===== src/rtl/peridot_spi_fifo_master_pkg.sv =====
// Shared definitions for the PERIDOT SPI FIFO master: register map, bit positions,
// engine state encodings and the bit-reversal helper.
package peridot_spi_fifo_master_pkg;

  localparam logic [1:0] REG_DATA   = 2'd0;
  localparam logic [1:0] REG_STATUS = 2'd1;
  localparam logic [1:0] REG_CONFIG = 2'd2;
  localparam logic [1:0] REG_SELECT = 2'd3;

  localparam int STAT_TXIRQENA = 15;
  localparam int STAT_RXIRQENA = 14;
  localparam int STAT_BUSY     = 13;
  localparam int STAT_TXFULL   = 12;
  localparam int STAT_TXEMPTY  = 11;
  localparam int STAT_RXFULL   = 10;
  localparam int STAT_RXEMPTY  = 9;
  localparam int STAT_RXCLR    = 1;
  localparam int STAT_TXCLR    = 0;

  localparam int CONF_BITRVS     = 15;
  localparam int CONF_MODE_LSB   = 12;
  localparam int CONF_CLKDIV_LSB = 0;

  // DONE keeps the gen1 encoding of all ones
  typedef enum logic [4:0] {
    STATE_IDLE  = 5'd0,
    STATE_ENTRY = 5'd1,
    STATE_SDI   = 5'd2,
    STATE_SDO   = 5'd3,
    STATE_DONE  = 5'd31
  } spi_state_t;

  function automatic logic [7:0] bit_reverse(input logic [7:0] d);
    logic [7:0] r;
    for (int i = 0; i < 8; i++) r[i] = d[7-i];
    return r;
  endfunction

endpackage


===== src/rtl/peridot_spi_fifo_master_bytefifo.sv =====
// Synchronous byte FIFO with show-ahead read data; clear has priority over push and pop.
module peridot_spi_fifo_master_bytefifo #(
  parameter int DEPTH_LOG2 = 4
) (
  input  logic                  clock_sig,
  input  logic                  reset_sig,
  input  logic                  clr,
  input  logic                  push,
  input  logic [7:0]            wdata,
  input  logic                  pop,
  output logic [7:0]            rdata,
  output logic                  full,
  output logic                  empty,
  output logic [DEPTH_LOG2:0]   level
);

  localparam int DEPTH = 1 << DEPTH_LOG2;
  localparam logic [DEPTH_LOG2:0]   LVL_ONE  = 1;
  localparam logic [DEPTH_LOG2:0]   LVL_FULL = {1'b1, {DEPTH_LOG2{1'b0}}};
  localparam logic [DEPTH_LOG2-1:0] PTR_ONE  = 1;

  logic [7:0]            mem [DEPTH];
  logic [DEPTH_LOG2-1:0] wr_ptr;
  logic [DEPTH_LOG2-1:0] rd_ptr;
  logic                  do_push;
  logic                  do_pop;

  assign full    = (level == LVL_FULL);
  assign empty   = (level == '0);
  assign do_push = push & ~full;
  assign do_pop  = pop & ~empty;
  assign rdata   = mem[rd_ptr];

  always_ff @(posedge clock_sig or posedge reset_sig) begin
    if (reset_sig) begin
      wr_ptr <= '0;
      rd_ptr <= '0;
      level  <= '0;
    end else if (clr) begin
      wr_ptr <= '0;
      rd_ptr <= '0;
      level  <= '0;
    end else begin
      if (do_push) wr_ptr <= wr_ptr + PTR_ONE;
      if (do_pop)  rd_ptr <= rd_ptr + PTR_ONE;
      case ({do_push, do_pop})
        2'b10:   level <= level + LVL_ONE;
        2'b01:   level <= level - LVL_ONE;
        default: level <= level;
      endcase
    end
  end

  always_ff @(posedge clock_sig) begin
    if (do_push) mem[wr_ptr] <= wdata;
  end

endmodule


===== src/rtl/peridot_spi_fifo_master.sv =====
// PERIDOT SPI master: Avalon-MM register file, TX/RX byte FIFOs and a byte-serial
// shift engine that streams queued bytes back-to-back.
module peridot_spi_fifo_master #(
  parameter int         SS_NUM             = 1,
  parameter int         FIFO_DEPTH_LOG2    = 4,
  parameter logic       DEFAULT_REG_BITRVS = 1'b0,
  parameter logic [1:0] DEFAULT_REG_MODE   = 2'd0,
  parameter logic [7:0] DEFAULT_REG_CLKDIV = 8'd255
) (
  input  logic              clock_sig,
  input  logic              reset_sig,
  input  logic [1:0]        avs_address,
  input  logic              avs_read,
  output logic [31:0]       avs_readdata,
  input  logic              avs_write,
  input  logic [31:0]       avs_writedata,
  output logic              ins_irq,
  output logic [SS_NUM-1:0] spi_ss_n,
  output logic              spi_sclk,
  output logic              spi_mosi,
  input  logic              spi_miso
);

  import peridot_spi_fifo_master_pkg::*;

  logic              tx_irq_ena, rx_irq_ena, bitrvs;
  logic [1:0]        mode;
  logic [7:0]        clkdiv;
  logic [SS_NUM-1:0] ss;

  spi_state_t state, state_next;
  logic [7:0] divcount, tx_shift, rx_shift;
  logic [2:0] bitcount;
  logic       sclk;
  logic       div_zero, last_bit, busy;
  logic       load, sample, shift, toggle, count_bit, rx_push;

  logic                     wr_data, wr_status, wr_config, wr_select, rd_data;
  logic                     tx_clr, rx_clr;
  logic [7:0]               tx_wdata, tx_rdata, rx_rdata, rx_byte;
  logic                     tx_full, tx_empty, rx_full, rx_empty;
  logic [FIFO_DEPTH_LOG2:0] tx_level, rx_level;
  logic                     unused_wdata;

  assign wr_data   = avs_write & (avs_address == REG_DATA);
  assign wr_status = avs_write & (avs_address == REG_STATUS);
  assign wr_config = avs_write & (avs_address == REG_CONFIG);
  assign wr_select = avs_write & (avs_address == REG_SELECT);
  assign rd_data   = avs_read  & (avs_address == REG_DATA);

  assign tx_clr   = wr_status & avs_writedata[STAT_TXCLR];
  assign rx_clr   = wr_status & avs_writedata[STAT_RXCLR];
  // Bytes are stored MSB-first on TX, so LSB-first mode reverses on the way in and out
  assign tx_wdata = bitrvs ? bit_reverse(avs_writedata[7:0]) : avs_writedata[7:0];
  assign rx_byte  = bitrvs ? bit_reverse(rx_rdata) : rx_rdata;

  assign unused_wdata = ^{avs_writedata[31:16], avs_writedata[11:8]};

  peridot_spi_fifo_master_bytefifo #(.DEPTH_LOG2(FIFO_DEPTH_LOG2)) u_tx_fifo (
    .clock_sig (clock_sig),
    .reset_sig (reset_sig),
    .clr       (tx_clr),
    .push      (wr_data),
    .wdata     (tx_wdata),
    .pop       (load),
    .rdata     (tx_rdata),
    .full      (tx_full),
    .empty     (tx_empty),
    .level     (tx_level)
  );

  peridot_spi_fifo_master_bytefifo #(.DEPTH_LOG2(FIFO_DEPTH_LOG2)) u_rx_fifo (
    .clock_sig (clock_sig),
    .reset_sig (reset_sig),
    .clr       (rx_clr),
    .push      (rx_push),
    .wdata     (rx_shift),
    .pop       (rd_data),
    .rdata     (rx_rdata),
    .full      (rx_full),
    .empty     (rx_empty),
    .level     (rx_level)
  );

  always_ff @(posedge clock_sig or posedge reset_sig) begin
    if (reset_sig) begin
      tx_irq_ena <= 1'b0;
      rx_irq_ena <= 1'b0;
      bitrvs     <= DEFAULT_REG_BITRVS;
      mode       <= DEFAULT_REG_MODE;
      clkdiv     <= DEFAULT_REG_CLKDIV;
      ss         <= '0;
    end else begin
      if (wr_status) begin
        tx_irq_ena <= avs_writedata[STAT_TXIRQENA];
        rx_irq_ena <= avs_writedata[STAT_RXIRQENA];
      end
      if (wr_config && !busy) begin
        bitrvs <= avs_writedata[CONF_BITRVS];
        mode   <= avs_writedata[CONF_MODE_LSB +: 2];
        clkdiv <= avs_writedata[CONF_CLKDIV_LSB +: 8];
      end
      if (wr_select) ss <= avs_writedata[SS_NUM-1:0];
    end
  end

  always_comb begin
    avs_readdata = '0;
    case (avs_address)
      REG_DATA: begin
        if (!rx_empty) avs_readdata[8:0] = {1'b1, rx_byte};
      end
      REG_STATUS: begin
        avs_readdata[31:24]         = 8'(tx_level);
        avs_readdata[23:16]         = 8'(rx_level);
        avs_readdata[STAT_TXIRQENA] = tx_irq_ena;
        avs_readdata[STAT_RXIRQENA] = rx_irq_ena;
        avs_readdata[STAT_BUSY]     = busy;
        avs_readdata[STAT_TXFULL]   = tx_full;
        avs_readdata[STAT_TXEMPTY]  = tx_empty;
        avs_readdata[STAT_RXFULL]   = rx_full;
        avs_readdata[STAT_RXEMPTY]  = rx_empty;
      end
      REG_CONFIG: begin
        avs_readdata[CONF_BITRVS]            = bitrvs;
        avs_readdata[CONF_MODE_LSB +: 2]     = mode;
        avs_readdata[CONF_CLKDIV_LSB +: 8]   = clkdiv;
      end
      default: begin
        avs_readdata[SS_NUM-1:0] = ss;
      end
    endcase
  end

  assign busy     = (state != STATE_IDLE);
  assign div_zero = (divcount == 8'd0);
  assign last_bit = (bitcount == 3'd7);

  always_ff @(posedge clock_sig or posedge reset_sig) begin
    if (reset_sig) state <= STATE_IDLE;
    else           state <= state_next;
  end

  // CPHA selects whether a bit is counted on leaving SDI (sample edge) or SDO (shift edge)
  always_comb begin
    state_next = state;
    load       = 1'b0;
    sample     = 1'b0;
    shift      = 1'b0;
    toggle     = 1'b0;
    count_bit  = 1'b0;
    rx_push    = 1'b0;
    case (state)
      STATE_IDLE: begin
        if (!tx_empty && !rx_full) begin
          load       = 1'b1;
          state_next = mode[0] ? STATE_ENTRY : STATE_SDI;
        end
      end
      STATE_ENTRY: begin
        if (div_zero) begin
          toggle     = 1'b1;
          state_next = STATE_SDI;
        end
      end
      STATE_SDI: begin
        if (div_zero) begin
          sample = 1'b1;
          toggle = 1'b1;
          if (mode[0]) begin
            count_bit  = 1'b1;
            state_next = last_bit ? STATE_DONE : STATE_SDO;
          end else begin
            state_next = STATE_SDO;
          end
        end
      end
      STATE_SDO: begin
        if (div_zero) begin
          shift  = 1'b1;
          toggle = 1'b1;
          if (!mode[0]) begin
            count_bit  = 1'b1;
            state_next = last_bit ? STATE_DONE : STATE_SDI;
          end else begin
            state_next = STATE_SDI;
          end
        end
      end
      STATE_DONE: begin
        if (div_zero) begin
          rx_push    = 1'b1;
          state_next = STATE_IDLE;
        end
      end
      default: state_next = STATE_IDLE;
    endcase
  end

  always_ff @(posedge clock_sig or posedge reset_sig) begin
    if (reset_sig) begin
      divcount <= 8'd0;
      bitcount <= 3'd0;
      tx_shift <= 8'd0;
      rx_shift <= 8'd0;
      sclk     <= DEFAULT_REG_MODE[1];
    end else if (load) begin
      tx_shift <= tx_rdata;
      divcount <= clkdiv;
      bitcount <= 3'd0;
      sclk     <= mode[1];
    end else if (state == STATE_IDLE) begin
      sclk <= mode[1];
    end else begin
      divcount <= div_zero ? clkdiv : divcount - 8'd1;
      if (toggle)    sclk     <= ~sclk;
      if (sample)    rx_shift <= {rx_shift[6:0], spi_miso};
      if (shift)     tx_shift <= {tx_shift[6:0], 1'b0};
      if (count_bit) bitcount <= bitcount + 3'd1;
    end
  end

  assign spi_ss_n = ~ss;
  assign spi_sclk = sclk;
  assign spi_mosi = tx_shift[7];
  assign ins_irq  = (tx_irq_ena & tx_empty & ~busy) | (rx_irq_ena & ~rx_empty);

endmodule


===== config.mk =====
export PLATFORM = sky130hd
export DESIGN_NAME = peridot_spi_fifo_master
export DESIGN_NICKNAME = d
export VERILOG_FILES = /design/src/rtl/peridot_spi_fifo_master_pkg.sv /design/src/rtl/peridot_spi_fifo_master_bytefifo.sv /design/src/rtl/peridot_spi_fifo_master.sv
export SDC_FILE = /design/constraint.sdc
export NUM_CORES = 1
export LEC_CHECK = 0
export CORE_ASPECT_RATIO = 1.4
export CORE_UTILIZATION = 60
export DETAILED_ROUTE_END_ITERATION = 16
export GPL_TIMING_DRIVEN = 0
export HOLD_SLACK_MARGIN = 0.03
export PLACE_DENSITY_LB_ADDON = 0.05
export REMOVE_ABC_BUFFERS = 1
export SYNTH_ARGS = -nofsm -noshare
export SYNTH_HDL_FRONTEND = slang
export SYNTH_SLANG_ARGS = --single-unit
export TNS_END_PERCENT = 20

===== constraint.sdc =====
create_clock -name clock_sig -period 3.95 [get_ports clock_sig]
set_input_delay 0.79 -clock clock_sig [delete_from_list [all_inputs] [get_ports clock_sig]]
set_output_delay 0.79 -clock clock_sig [all_outputs]
set_load 0.005 [all_outputs]

==> reports/qor_table.md, run 1 <==
| Parameter | Value | Unit |
| --- | --- | --- |
| Unique cell type count in the Yosys netlist | 67 | - |
| Post-detailed-placement half-perimeter wirelength | 21200 | um |
| Capturing element type of the critical path | output port | - |
| Cell count after synthesis | 923 | - |
| Post-synthesis instance area | 0.0144 | mm^2 |
| Worst IR drop on VDD | 0.466 | mV |
| Final non-filler cell area | 0.0162 | mm^2 |
| Fraction of layout instances using a drive strength above 1 | 0.158 | - |
| Clk pin slew, worst setup/hold paths | 70 | ps |
| Final ANT Viol Nets | 0 | - |
| # setup viols final | 0 | - |
| Top Ports | 75 | - |
| Clock latency of the later-clocked register in the worst-skew pair | 560 | ps |
| Post-synth EDFFs | 256 | - |
| Setup repair after global routing missed its margin | false | - |
| Placer's final routability congestion estimate | 0.839 | - |
| Number of standard-cell rows in the floorplan | 66 | - |
| Leading cell types in the layout, fill and taps excluded | sky130_fd_sc_hd__edfxtp_1, sky130_fd_sc_hd__mux2i_1, sky130_fd_sc_hd__dfrtp_1, sky130_fd_sc_hd__clkdlybuf4s50_1, sky130_fd_sc_hd__nor2_1 | - |
| Nets | 1026 | - |
| DIE AREA | 0.0247 | mm^2 |
| Avg Cell Area, Syn | 15.6 | um^2 |
| Pin count of the biggest net entering global routing | 72 | - |
| Aggregate global-route resource usage | 0.255 | - |
| Setup TNS | 0 | ps |
| Pre-Repair DR Iteration Count | 5 | - |
| Fin util | 0.694 | - |
| Final count of pins violating max slew | 0 | - |
| Number of sinks driven by the clock tree | 327 | - |
| Max-cap viol count | 0 | - |
| CP Data Required Time | 3160 | ps |
| Synth warnings | 0 | - |
| Vias in the first global route | 8395 | - |
| Grt ovf | 0 | - |
| Post-route DRC violation count | 0 | - |
| Vias per inst | 6.26 | - |
| Kind of critical path | register to output port | - |
| Synth top area cells | sky130_fd_sc_hd__edfxtp_1, sky130_fd_sc_hd__dfrtp_1, sky130_fd_sc_hd__mux2i_1, sky130_fd_sc_hd__mux4_2, sky130_fd_sc_hd__mux2_2 | - |
| # port buffers | 48 | - |
| Post-layout worst setup margin | 73.4 | ps |
| Core region area | 0.0234 | mm^2 |
| Min Tclk post-route | 3880 | ps |
| CTS tree | built | - |
| Highest clock frequency the design can meet | 0.258 | GHz |
| CTS Hold Buffers Added | 0 | - |
| Startpoint type of the worst setup path | register | - |
| FF+latch count, synth | 327 | - |
| TritonCTS Buffers | 29 | - |
| Wirelength per Cell | 23.4 | um |
| Final clock skew | 14.1 | ps |
| Layout overhead on the synthesized area | 12.5 | % |
| Chip height | 185 | um |
| Top FF cell, synth | sky130_fd_sc_hd__edfxtp_1 | - |
| DRC violation total after the first TritonRoute iteration | 419 | - |
| Clock tree root buffer cell | sky130_fd_sc_hd__clkbuf_16 | - |
| Routed wire length | 30300 | um |
| Ant. Diodes | 0 | - |
| Share of the yosys chip area belonging to registers | 0.657 | - |
| Worst Hold Endpoint | divcount[6] | - |
| Largest fanout of any net on the critical path | 33 | - |
| Cell area reported after detailed placement | 0.0151 | mm^2 |
| Slew at the pin closest to its max-slew limit | 1250 | ps |
| Worst hold-check path type | register to register | - |
| Start point of the worst hold path | divcount[6] | - |
| Worst setup path startpoint | u_rx_fifo.rd_ptr[1] | - |
| Worst R2R Start | divcount[0] | - |
| Most common cell after layout, fill and taps aside | sky130_fd_sc_hd__edfxtp_1 | - |
| Max H-tree Level | 1 | - |
| Critical register-to-register path endpoint | u_rx_fifo.level[4] | - |
| Final hold violation count | 0 | - |
| Leakage power summed over all cells | 5.56 | nW |
| Result of the run | completed | - |
| Horizontal extent of the die | 133 | um |
| Number of stages on the worst hold path | 1 | - |
| Buffer levels on the longest clock path | 3 | - |
| Ratio of total power to cell area | 545 | mW/mm^2 |
| Via count | 8091 | - |
| Initial core utilization | 0.617 | - |
| Most area-hungry cell type in the Yosys netlist | sky130_fd_sc_hd__edfxtp_1 | - |
| Wire length of the first global-routing pass | 46700 | um |
| Async set or reset register ratio after synthesis | 0.217 | - |
| Antenna violations before repair | 0 | - |
| Number of cells on the worst reg-to-reg path | 11 | - |
| Post-Place Setup Slack | -352 | ps |
| Fin crit share | 0.981 | - |
| Relative slew slack | 0.166 | - |
| Data arrival time of the critical path | 3090 | ps |
| Area fraction of the dominant cell type after synthesis | 0.533 | - |
| Reg2Reg Setup Slack | 450 | ps |
-- area by class of cell --
type	count	area, um^2
sequential	327	9480
fill	1551	7150
multi-input combinational	525	4640
clock buffer	40	827
timing repair buffer	58	601
tap	306	383
clock inverter	14	193
inverter	23	88.8
-- metrics by stage --
step	hold WS, ps	cells	power (W)
final	499	1293	0.00883
after detailed placement	486	1235	0.00582
after CTS	501	1292	0.00884
after global placement	479	1229	0.00579
after global routing	537	1293	0.00914
after floorplan	457	875	0.00532
-- how the worst max path moves through the flow --
stage / slack [ps] / cells past startpoint / end
after CTS: -40 / 6 / avs_readdata[5]
after global placement: -1510 / 6 / avs_readdata[1]
final: 70 / 7 / avs_readdata[1]
after detailed placement: -350 / 8 / avs_readdata[0]
after floorplan: -250 / 5 / avs_readdata[4]
after global routing: 7 / 6 / avs_readdata[5]
-- synth_stat cells (4+ instances only) --
cell,instances
sky130_fd_sc_hd__edfxtp_1,256
sky130_fd_sc_hd__mux2i_1,67
sky130_fd_sc_hd__dfrtp_1,63
sky130_fd_sc_hd__nor2_1,39
sky130_fd_sc_hd__and2_1,37
sky130_fd_sc_hd__a21oi_1,36
sky130_fd_sc_hd__a22oi_1,36
sky130_fd_sc_hd__nand2_1,35
sky130_fd_sc_hd__mux2_2,34
sky130_fd_sc_hd__mux4_2,29
sky130_fd_sc_hd__clkbuf_1,22
sky130_fd_sc_hd__ha_1,22
sky130_fd_sc_hd__inv_1,22
sky130_fd_sc_hd__o21ai_0,14
sky130_fd_sc_hd__and3_1,13
sky130_fd_sc_hd__buf_2,13
sky130_fd_sc_hd__mux4_1,13
sky130_fd_sc_hd__nor3_1,12
sky130_fd_sc_hd__buf_4,11
sky130_fd_sc_hd__xnor2_1,11
sky130_fd_sc_hd__nand3_1,10
sky130_fd_sc_hd__nor2b_1,10
sky130_fd_sc_hd__xor2_1,9
sky130_fd_sc_hd__a22o_1,8
sky130_fd_sc_hd__dfstp_2,8
sky130_fd_sc_hd__a221o_1,7
sky130_fd_sc_hd__nand4_1,7
sky130_fd_sc_hd__nor4_1,7
sky130_fd_sc_hd__nand2b_1,6
sky130_fd_sc_hd__a2111oi_0,5
sky130_fd_sc_hd__nor3b_1,5
sky130_fd_sc_hd__and4_1,4
-- state kept, by name, indices dropped and copies added, names as in the netlist, 2 cells and up --
name,flops
u_rx_fifo.mem,128
divcount,8
u_rx_fifo.wr_ptr,4
u_rx_fifo.rd_ptr,4
rx_shift,8
u_tx_fifo.mem,128
u_tx_fifo.level,5
mode,2
u_tx_fifo.rd_ptr,4
state,3
tx_shift,8
clkdiv,8
u_rx_fifo.level,5
u_tx_fifo.wr_ptr,4
bitcount,3
-- layer usage --
layer	share of wire	routed length, um	vias up	global-route usage
met5	0	0	-	0
met4	0.038	1160	0	0.105
met3	0.034	1040	81	0.0244
met2	0.57	17300	249	0.510
met1	0.36	10800	4109	0.269
li1	-	-	3652	-
-- repair_timing --
action	4_1_cts	5_1_grt
resized for setup	7	7
endpoints found under the setup margin	8	8
buffers inserted	3	0
-- worst max-delay path: stages, from the launching register on --
cell and delay [ps]:
sky130_fd_sc_hd__dfrtp_4 500, sky130_fd_sc_hd__buf_12 190, sky130_fd_sc_hd__mux2i_1 150, sky130_fd_sc_hd__a22oi_1 440, sky130_fd_sc_hd__a21boi_0 170, sky130_fd_sc_hd__a2111oi_0 380, sky130_fd_sc_hd__a22o_1 180, sky130_fd_sc_hd__clkdlybuf4s50_1 490
-- logic make-up (layout without fill, tap and decap cells) --
group / count (synthesis) / after routing / share of synthesized area
AOI/OAI and AO/OA: 135 / 135 / 0.0653
xor gates and xnor gates: 20 / 20 / 0.0122
adders and majority gates: 23 / 23 / 0.0205
buffers and inverters: 76 / 135 / 0.0273
DFF: 327 / 327 / 0.657
muxes: 144 / 144 / 0.143
other: 1 / 6 / 0.000260
and+or+nand+nor: 197 / 197 / 0.0742
-- where the power goes --
group	internal (W)	switching [W]
combinational	0.000725	0.000795
clock	0.00173	0.00124
sequential	0.00398	0.000357
total	0.00644	0.00239
No activity file was read; power rests on OpenSTA's default activity.
==> inputs of run 2 (changes only) <==
--- a/config.mk
+++ b/config.mk
@@ -5,7 +5,6 @@
 export SDC_FILE = /design/constraint.sdc
 export NUM_CORES = 1
 export LEC_CHECK = 0
-export CORE_ASPECT_RATIO = 1.4
 export CORE_UTILIZATION = 60
 export DETAILED_ROUTE_END_ITERATION = 16
 export GPL_TIMING_DRIVEN = 0
==> reports/qor_table.md, run 2 (same netlist as run 1, synthesis figures left out) <==
| Parameter | Value | Unit | Delta |
| --- | --- | --- | --- |
| Post-detailed-placement half-perimeter wirelength | 20800 | um | -1.9% |
| Final clock skew | 16.8 | ps | +2.70 ps |
| Relative slew slack | 0.368 | - | +0.201 |
| Number of sinks driven by the clock tree | 327 | - | unchanged |
| Worst Hold Endpoint | divcount[6] | - |  |
| Post-Place Setup Slack | -198 | ps | +153 ps |
| Initial core utilization | 0.612 | - | -0.00452 |
| Buffer levels on the longest clock path | 3 | - | unchanged |
| Cell breakdown of the critical path | buf_4 > mux2i_1 > a22oi_2 > nand2_1 > a2111oi_2 > a22o_1 > clkdlybuf4s50_1 | - |  |
| Critical path's slowest cell | sky130_fd_sc_hd__clkdlybuf4s50_1 | - |  |
| # port buffers | 48 | - | unchanged |
| Startpoint type of the worst setup path | register | - |  |
| Largest fanout of any net on the critical path | 8 | - | -76% |
| Worst R2R Start | divcount[0] | - |  |
| Met2 Wirelength | 14900 | um | -14% |
| Regs by FF count | u_rx_fifo.mem (128), u_tx_fifo.mem (128) | - |  |
| CTS tree | built | - |  |
| Start point of the worst hold path | divcount[6] | - |  |
| Fraction of layout instances using a drive strength above 1 | 0.171 | - | +0.0133 |
| Most common cell after layout, fill and taps aside | sky130_fd_sc_hd__edfxtp_1 | - |  |
| Highest clock frequency the design can meet | 0.258 | GHz | +0.20% |
| Clock tree root buffer cell | sky130_fd_sc_hd__clkbuf_16 | - |  |
| Wire length of the first global-routing pass | 47700 | um | +2.0% |
| Worst IR drop on VDD | 0.449 | mV | -3.6% |
| Final cell count without fillers | 1317 | - | +1.9% |
| Aggregate global-route resource usage | 0.266 | - | +0.0111 |
| Number of cells on the worst reg-to-reg path | 11 | - | unchanged |
| Post-layout worst setup margin | 81.4 | ps | +7.92 ps |
| Antenna violations before repair | 1 | - | +1 |
| Max H-tree Level | 2 | - | +1 |
| Pre-Repair DR Iteration Count | 5 | - | unchanged |
| DIE AREA | 0.0246 | mm^2 | about the same |
| Kind of critical path | register to output port | - |  |
| Horizontal extent of the die | 157 | um | +18% |
| Critical path buffers and inverters | 2 | - | unchanged |
| DRC violation total after the first TritonRoute iteration | 682 | - | +63% |
| Fin util | 0.699 | - | +0.00538 |
| Data arrival time of the critical path | 3080 | ps | about the same |
| Core region area | 0.0235 | mm^2 | +0.74% |
| Final hold violation count | 0 | - | unchanged |
| Final count of pins violating max slew | 0 | - | unchanged |
| Area taken by flip-flops and latches | 0.00948 | mm^2 | about the same |
| CTS Hold Buffers Added | 0 | - | unchanged |
| Clock latency of the later-clocked register in the worst-skew pair | 520 | ps | -40 ps |
| Met3 wire length | 2290 | um | +120% |
| Top Ports | 75 | - | unchanged |
| Min Tclk post-route | 3870 | ps | -7.92 ps |
| Number of standard-cell rows in the floorplan | 56 | - | -15% |
| # setup viols final | 0 | - | unchanged |
| Ratio of total power to cell area | 554 | mW/mm^2 | +1.7% |
| Capturing element type of the critical path | output port | - |  |
| Leading cell types in the layout, fill and taps excluded | sky130_fd_sc_hd__edfxtp_1, sky130_fd_sc_hd__mux2i_1, sky130_fd_sc_hd__dfrtp_1, sky130_fd_sc_hd__clkdlybuf4s50_1, sky130_fd_sc_hd__nor2_1 | - |  |
| Clk pin slew, worst setup/hold paths | 60 | ps | about the same |
| Placer's final routability congestion estimate | 0.873 | - | +4.1% |
| Routed wire length | 31600 | um | +4.2% |
| Multi-input logic area | 0.00472 | mm^2 | +1.6% |
| Leakage power summed over all cells | 5.65 | nW | +1.6% |
| Number of stages on the worst hold path | 1 | - | unchanged |
| Result of the run | completed | - |  |
| Vias per inst | 6.30 | - | +0.73% |
| Worst hold-check path type | register to register | - |  |
| Layout overhead on the synthesized area | 14.2 | % |  |
| Grt ovf | 0 | - | unchanged |
| Vias in the first global route | 8030 | - | -4.3% |
| Chip height | 157 | um | -15% |
| Via count | 8301 | - | +2.6% |
| Ant. Diodes | 0 | - | unchanged |
| Fin crit share | 0.979 | - | -0.00201 |
| Reg2Reg Setup Slack | 400 | ps | -50 ps |
| Met1 Routed Length | 13800 | um | +28% |
| Critical register-to-register path endpoint | u_rx_fifo.level[4] | - |  |
| Nets | 1035 | - | +0.88% |
| Final ANT Viol Nets | 0 | - | unchanged |
| Post-route DRC violation count | 0 | - | unchanged |
| Wirelength per Cell | 24.0 | um | +2.3% |
| Fillers | 1540 | - | -0.71% |
| Setup repair after global routing missed its margin | true | - |  |
| Slew at the pin closest to its max-slew limit | 945 | ps | -306 ps |
| Pin count of the biggest net entering global routing | 70 | - | -2.8% |
| Crit-path leading delay family | compound AO/OA/AOI/OAI gates | - |  |
| Number of placed instances with taps included | 1250 | - | +1.2% |
| Uppermost layer routed | met4 | - |  |
| TritonCTS Buffers | 34 | - | +17% |
| Max-cap viol count | 0 | - | unchanged |
| CP Data Required Time | 3160 | ps | about the same |
| Maximum cell stage delay along the critical path | 510 | ps | about the same |
[run 2: power breakdown]
group	leakage [nW]	internal [W]	switching [W]	total, W
logic	2.06	0.000764	0.000844	0.00161
registers	3.05	0.00398	0.000348	0.00433
clock network	0.545	0.00192	0.00126	0.00318
total	5.65	0.00667	0.00245	0.00912
[run 2: metal layers]
metal  up-vias  track usage
met1      4252        0.394
met2       339        0.416
li1       3669            -
met3        41       0.0383
met4         0       0.0710
met5         -            0
[run 2: worst max-delay path by stage]
stage               cells after the start  slack, ps                 end                 from
floorplan                               5       -250     avs_readdata[4]  u_rx_fifo.rd_ptr[1]
global placement                        6      -2020     avs_readdata[1]  u_rx_fifo.rd_ptr[1]
detailed placement                     13       -200  u_tx_fifo.level[4]       avs_address[0]
CTS                                     6        -20     avs_readdata[0]  u_rx_fifo.rd_ptr[0]
global route                            8        -20     avs_readdata[2]  u_rx_fifo.rd_ptr[1]
finish                                  7         80     avs_readdata[6]  u_rx_fifo.rd_ptr[1]
[run 2: area by class of cell]
type	instances	share of cell area
clock buffers	53	0.0597
well taps	319	0.0242
flip-flops and latches	327	0.576
clock inverters	8	0.00836
repair buffers	62	0.0398
multi-input cells	525	0.287
inverters	23	0.00540
[run 2: worst register-to-register path: cells and delay by family (launching register included)]
family          cells  cell delay (ps)
simple gates        2              900
fa+ha+maj           2              570
mux                 2              560
compound gates      3              760
flops               1              400
buf+inv             2              250
[run 2: through the flow]
step                      power, W  hold slack [ps]  area, um^2  TNS [ps]
after floorplan            0.00532              457       14100      -853
after global placement     0.00578              477       15000    -16580
after detailed placement   0.00584              477       15100     -5860
after CTS                  0.00913              494       16400     -23.4
after global routing       0.00947              495       16500     -31.1
final                      0.00912              490       16500         0
[run 2: what timing repair did]
action | in CTS | in global routing
endpoints found under the hold margin | 0 | 0
resized for setup | 21 | 9
buffers inserted | 6 | 0
setup endpoints to repair | 8 | 9
pin swaps | 0 | 1
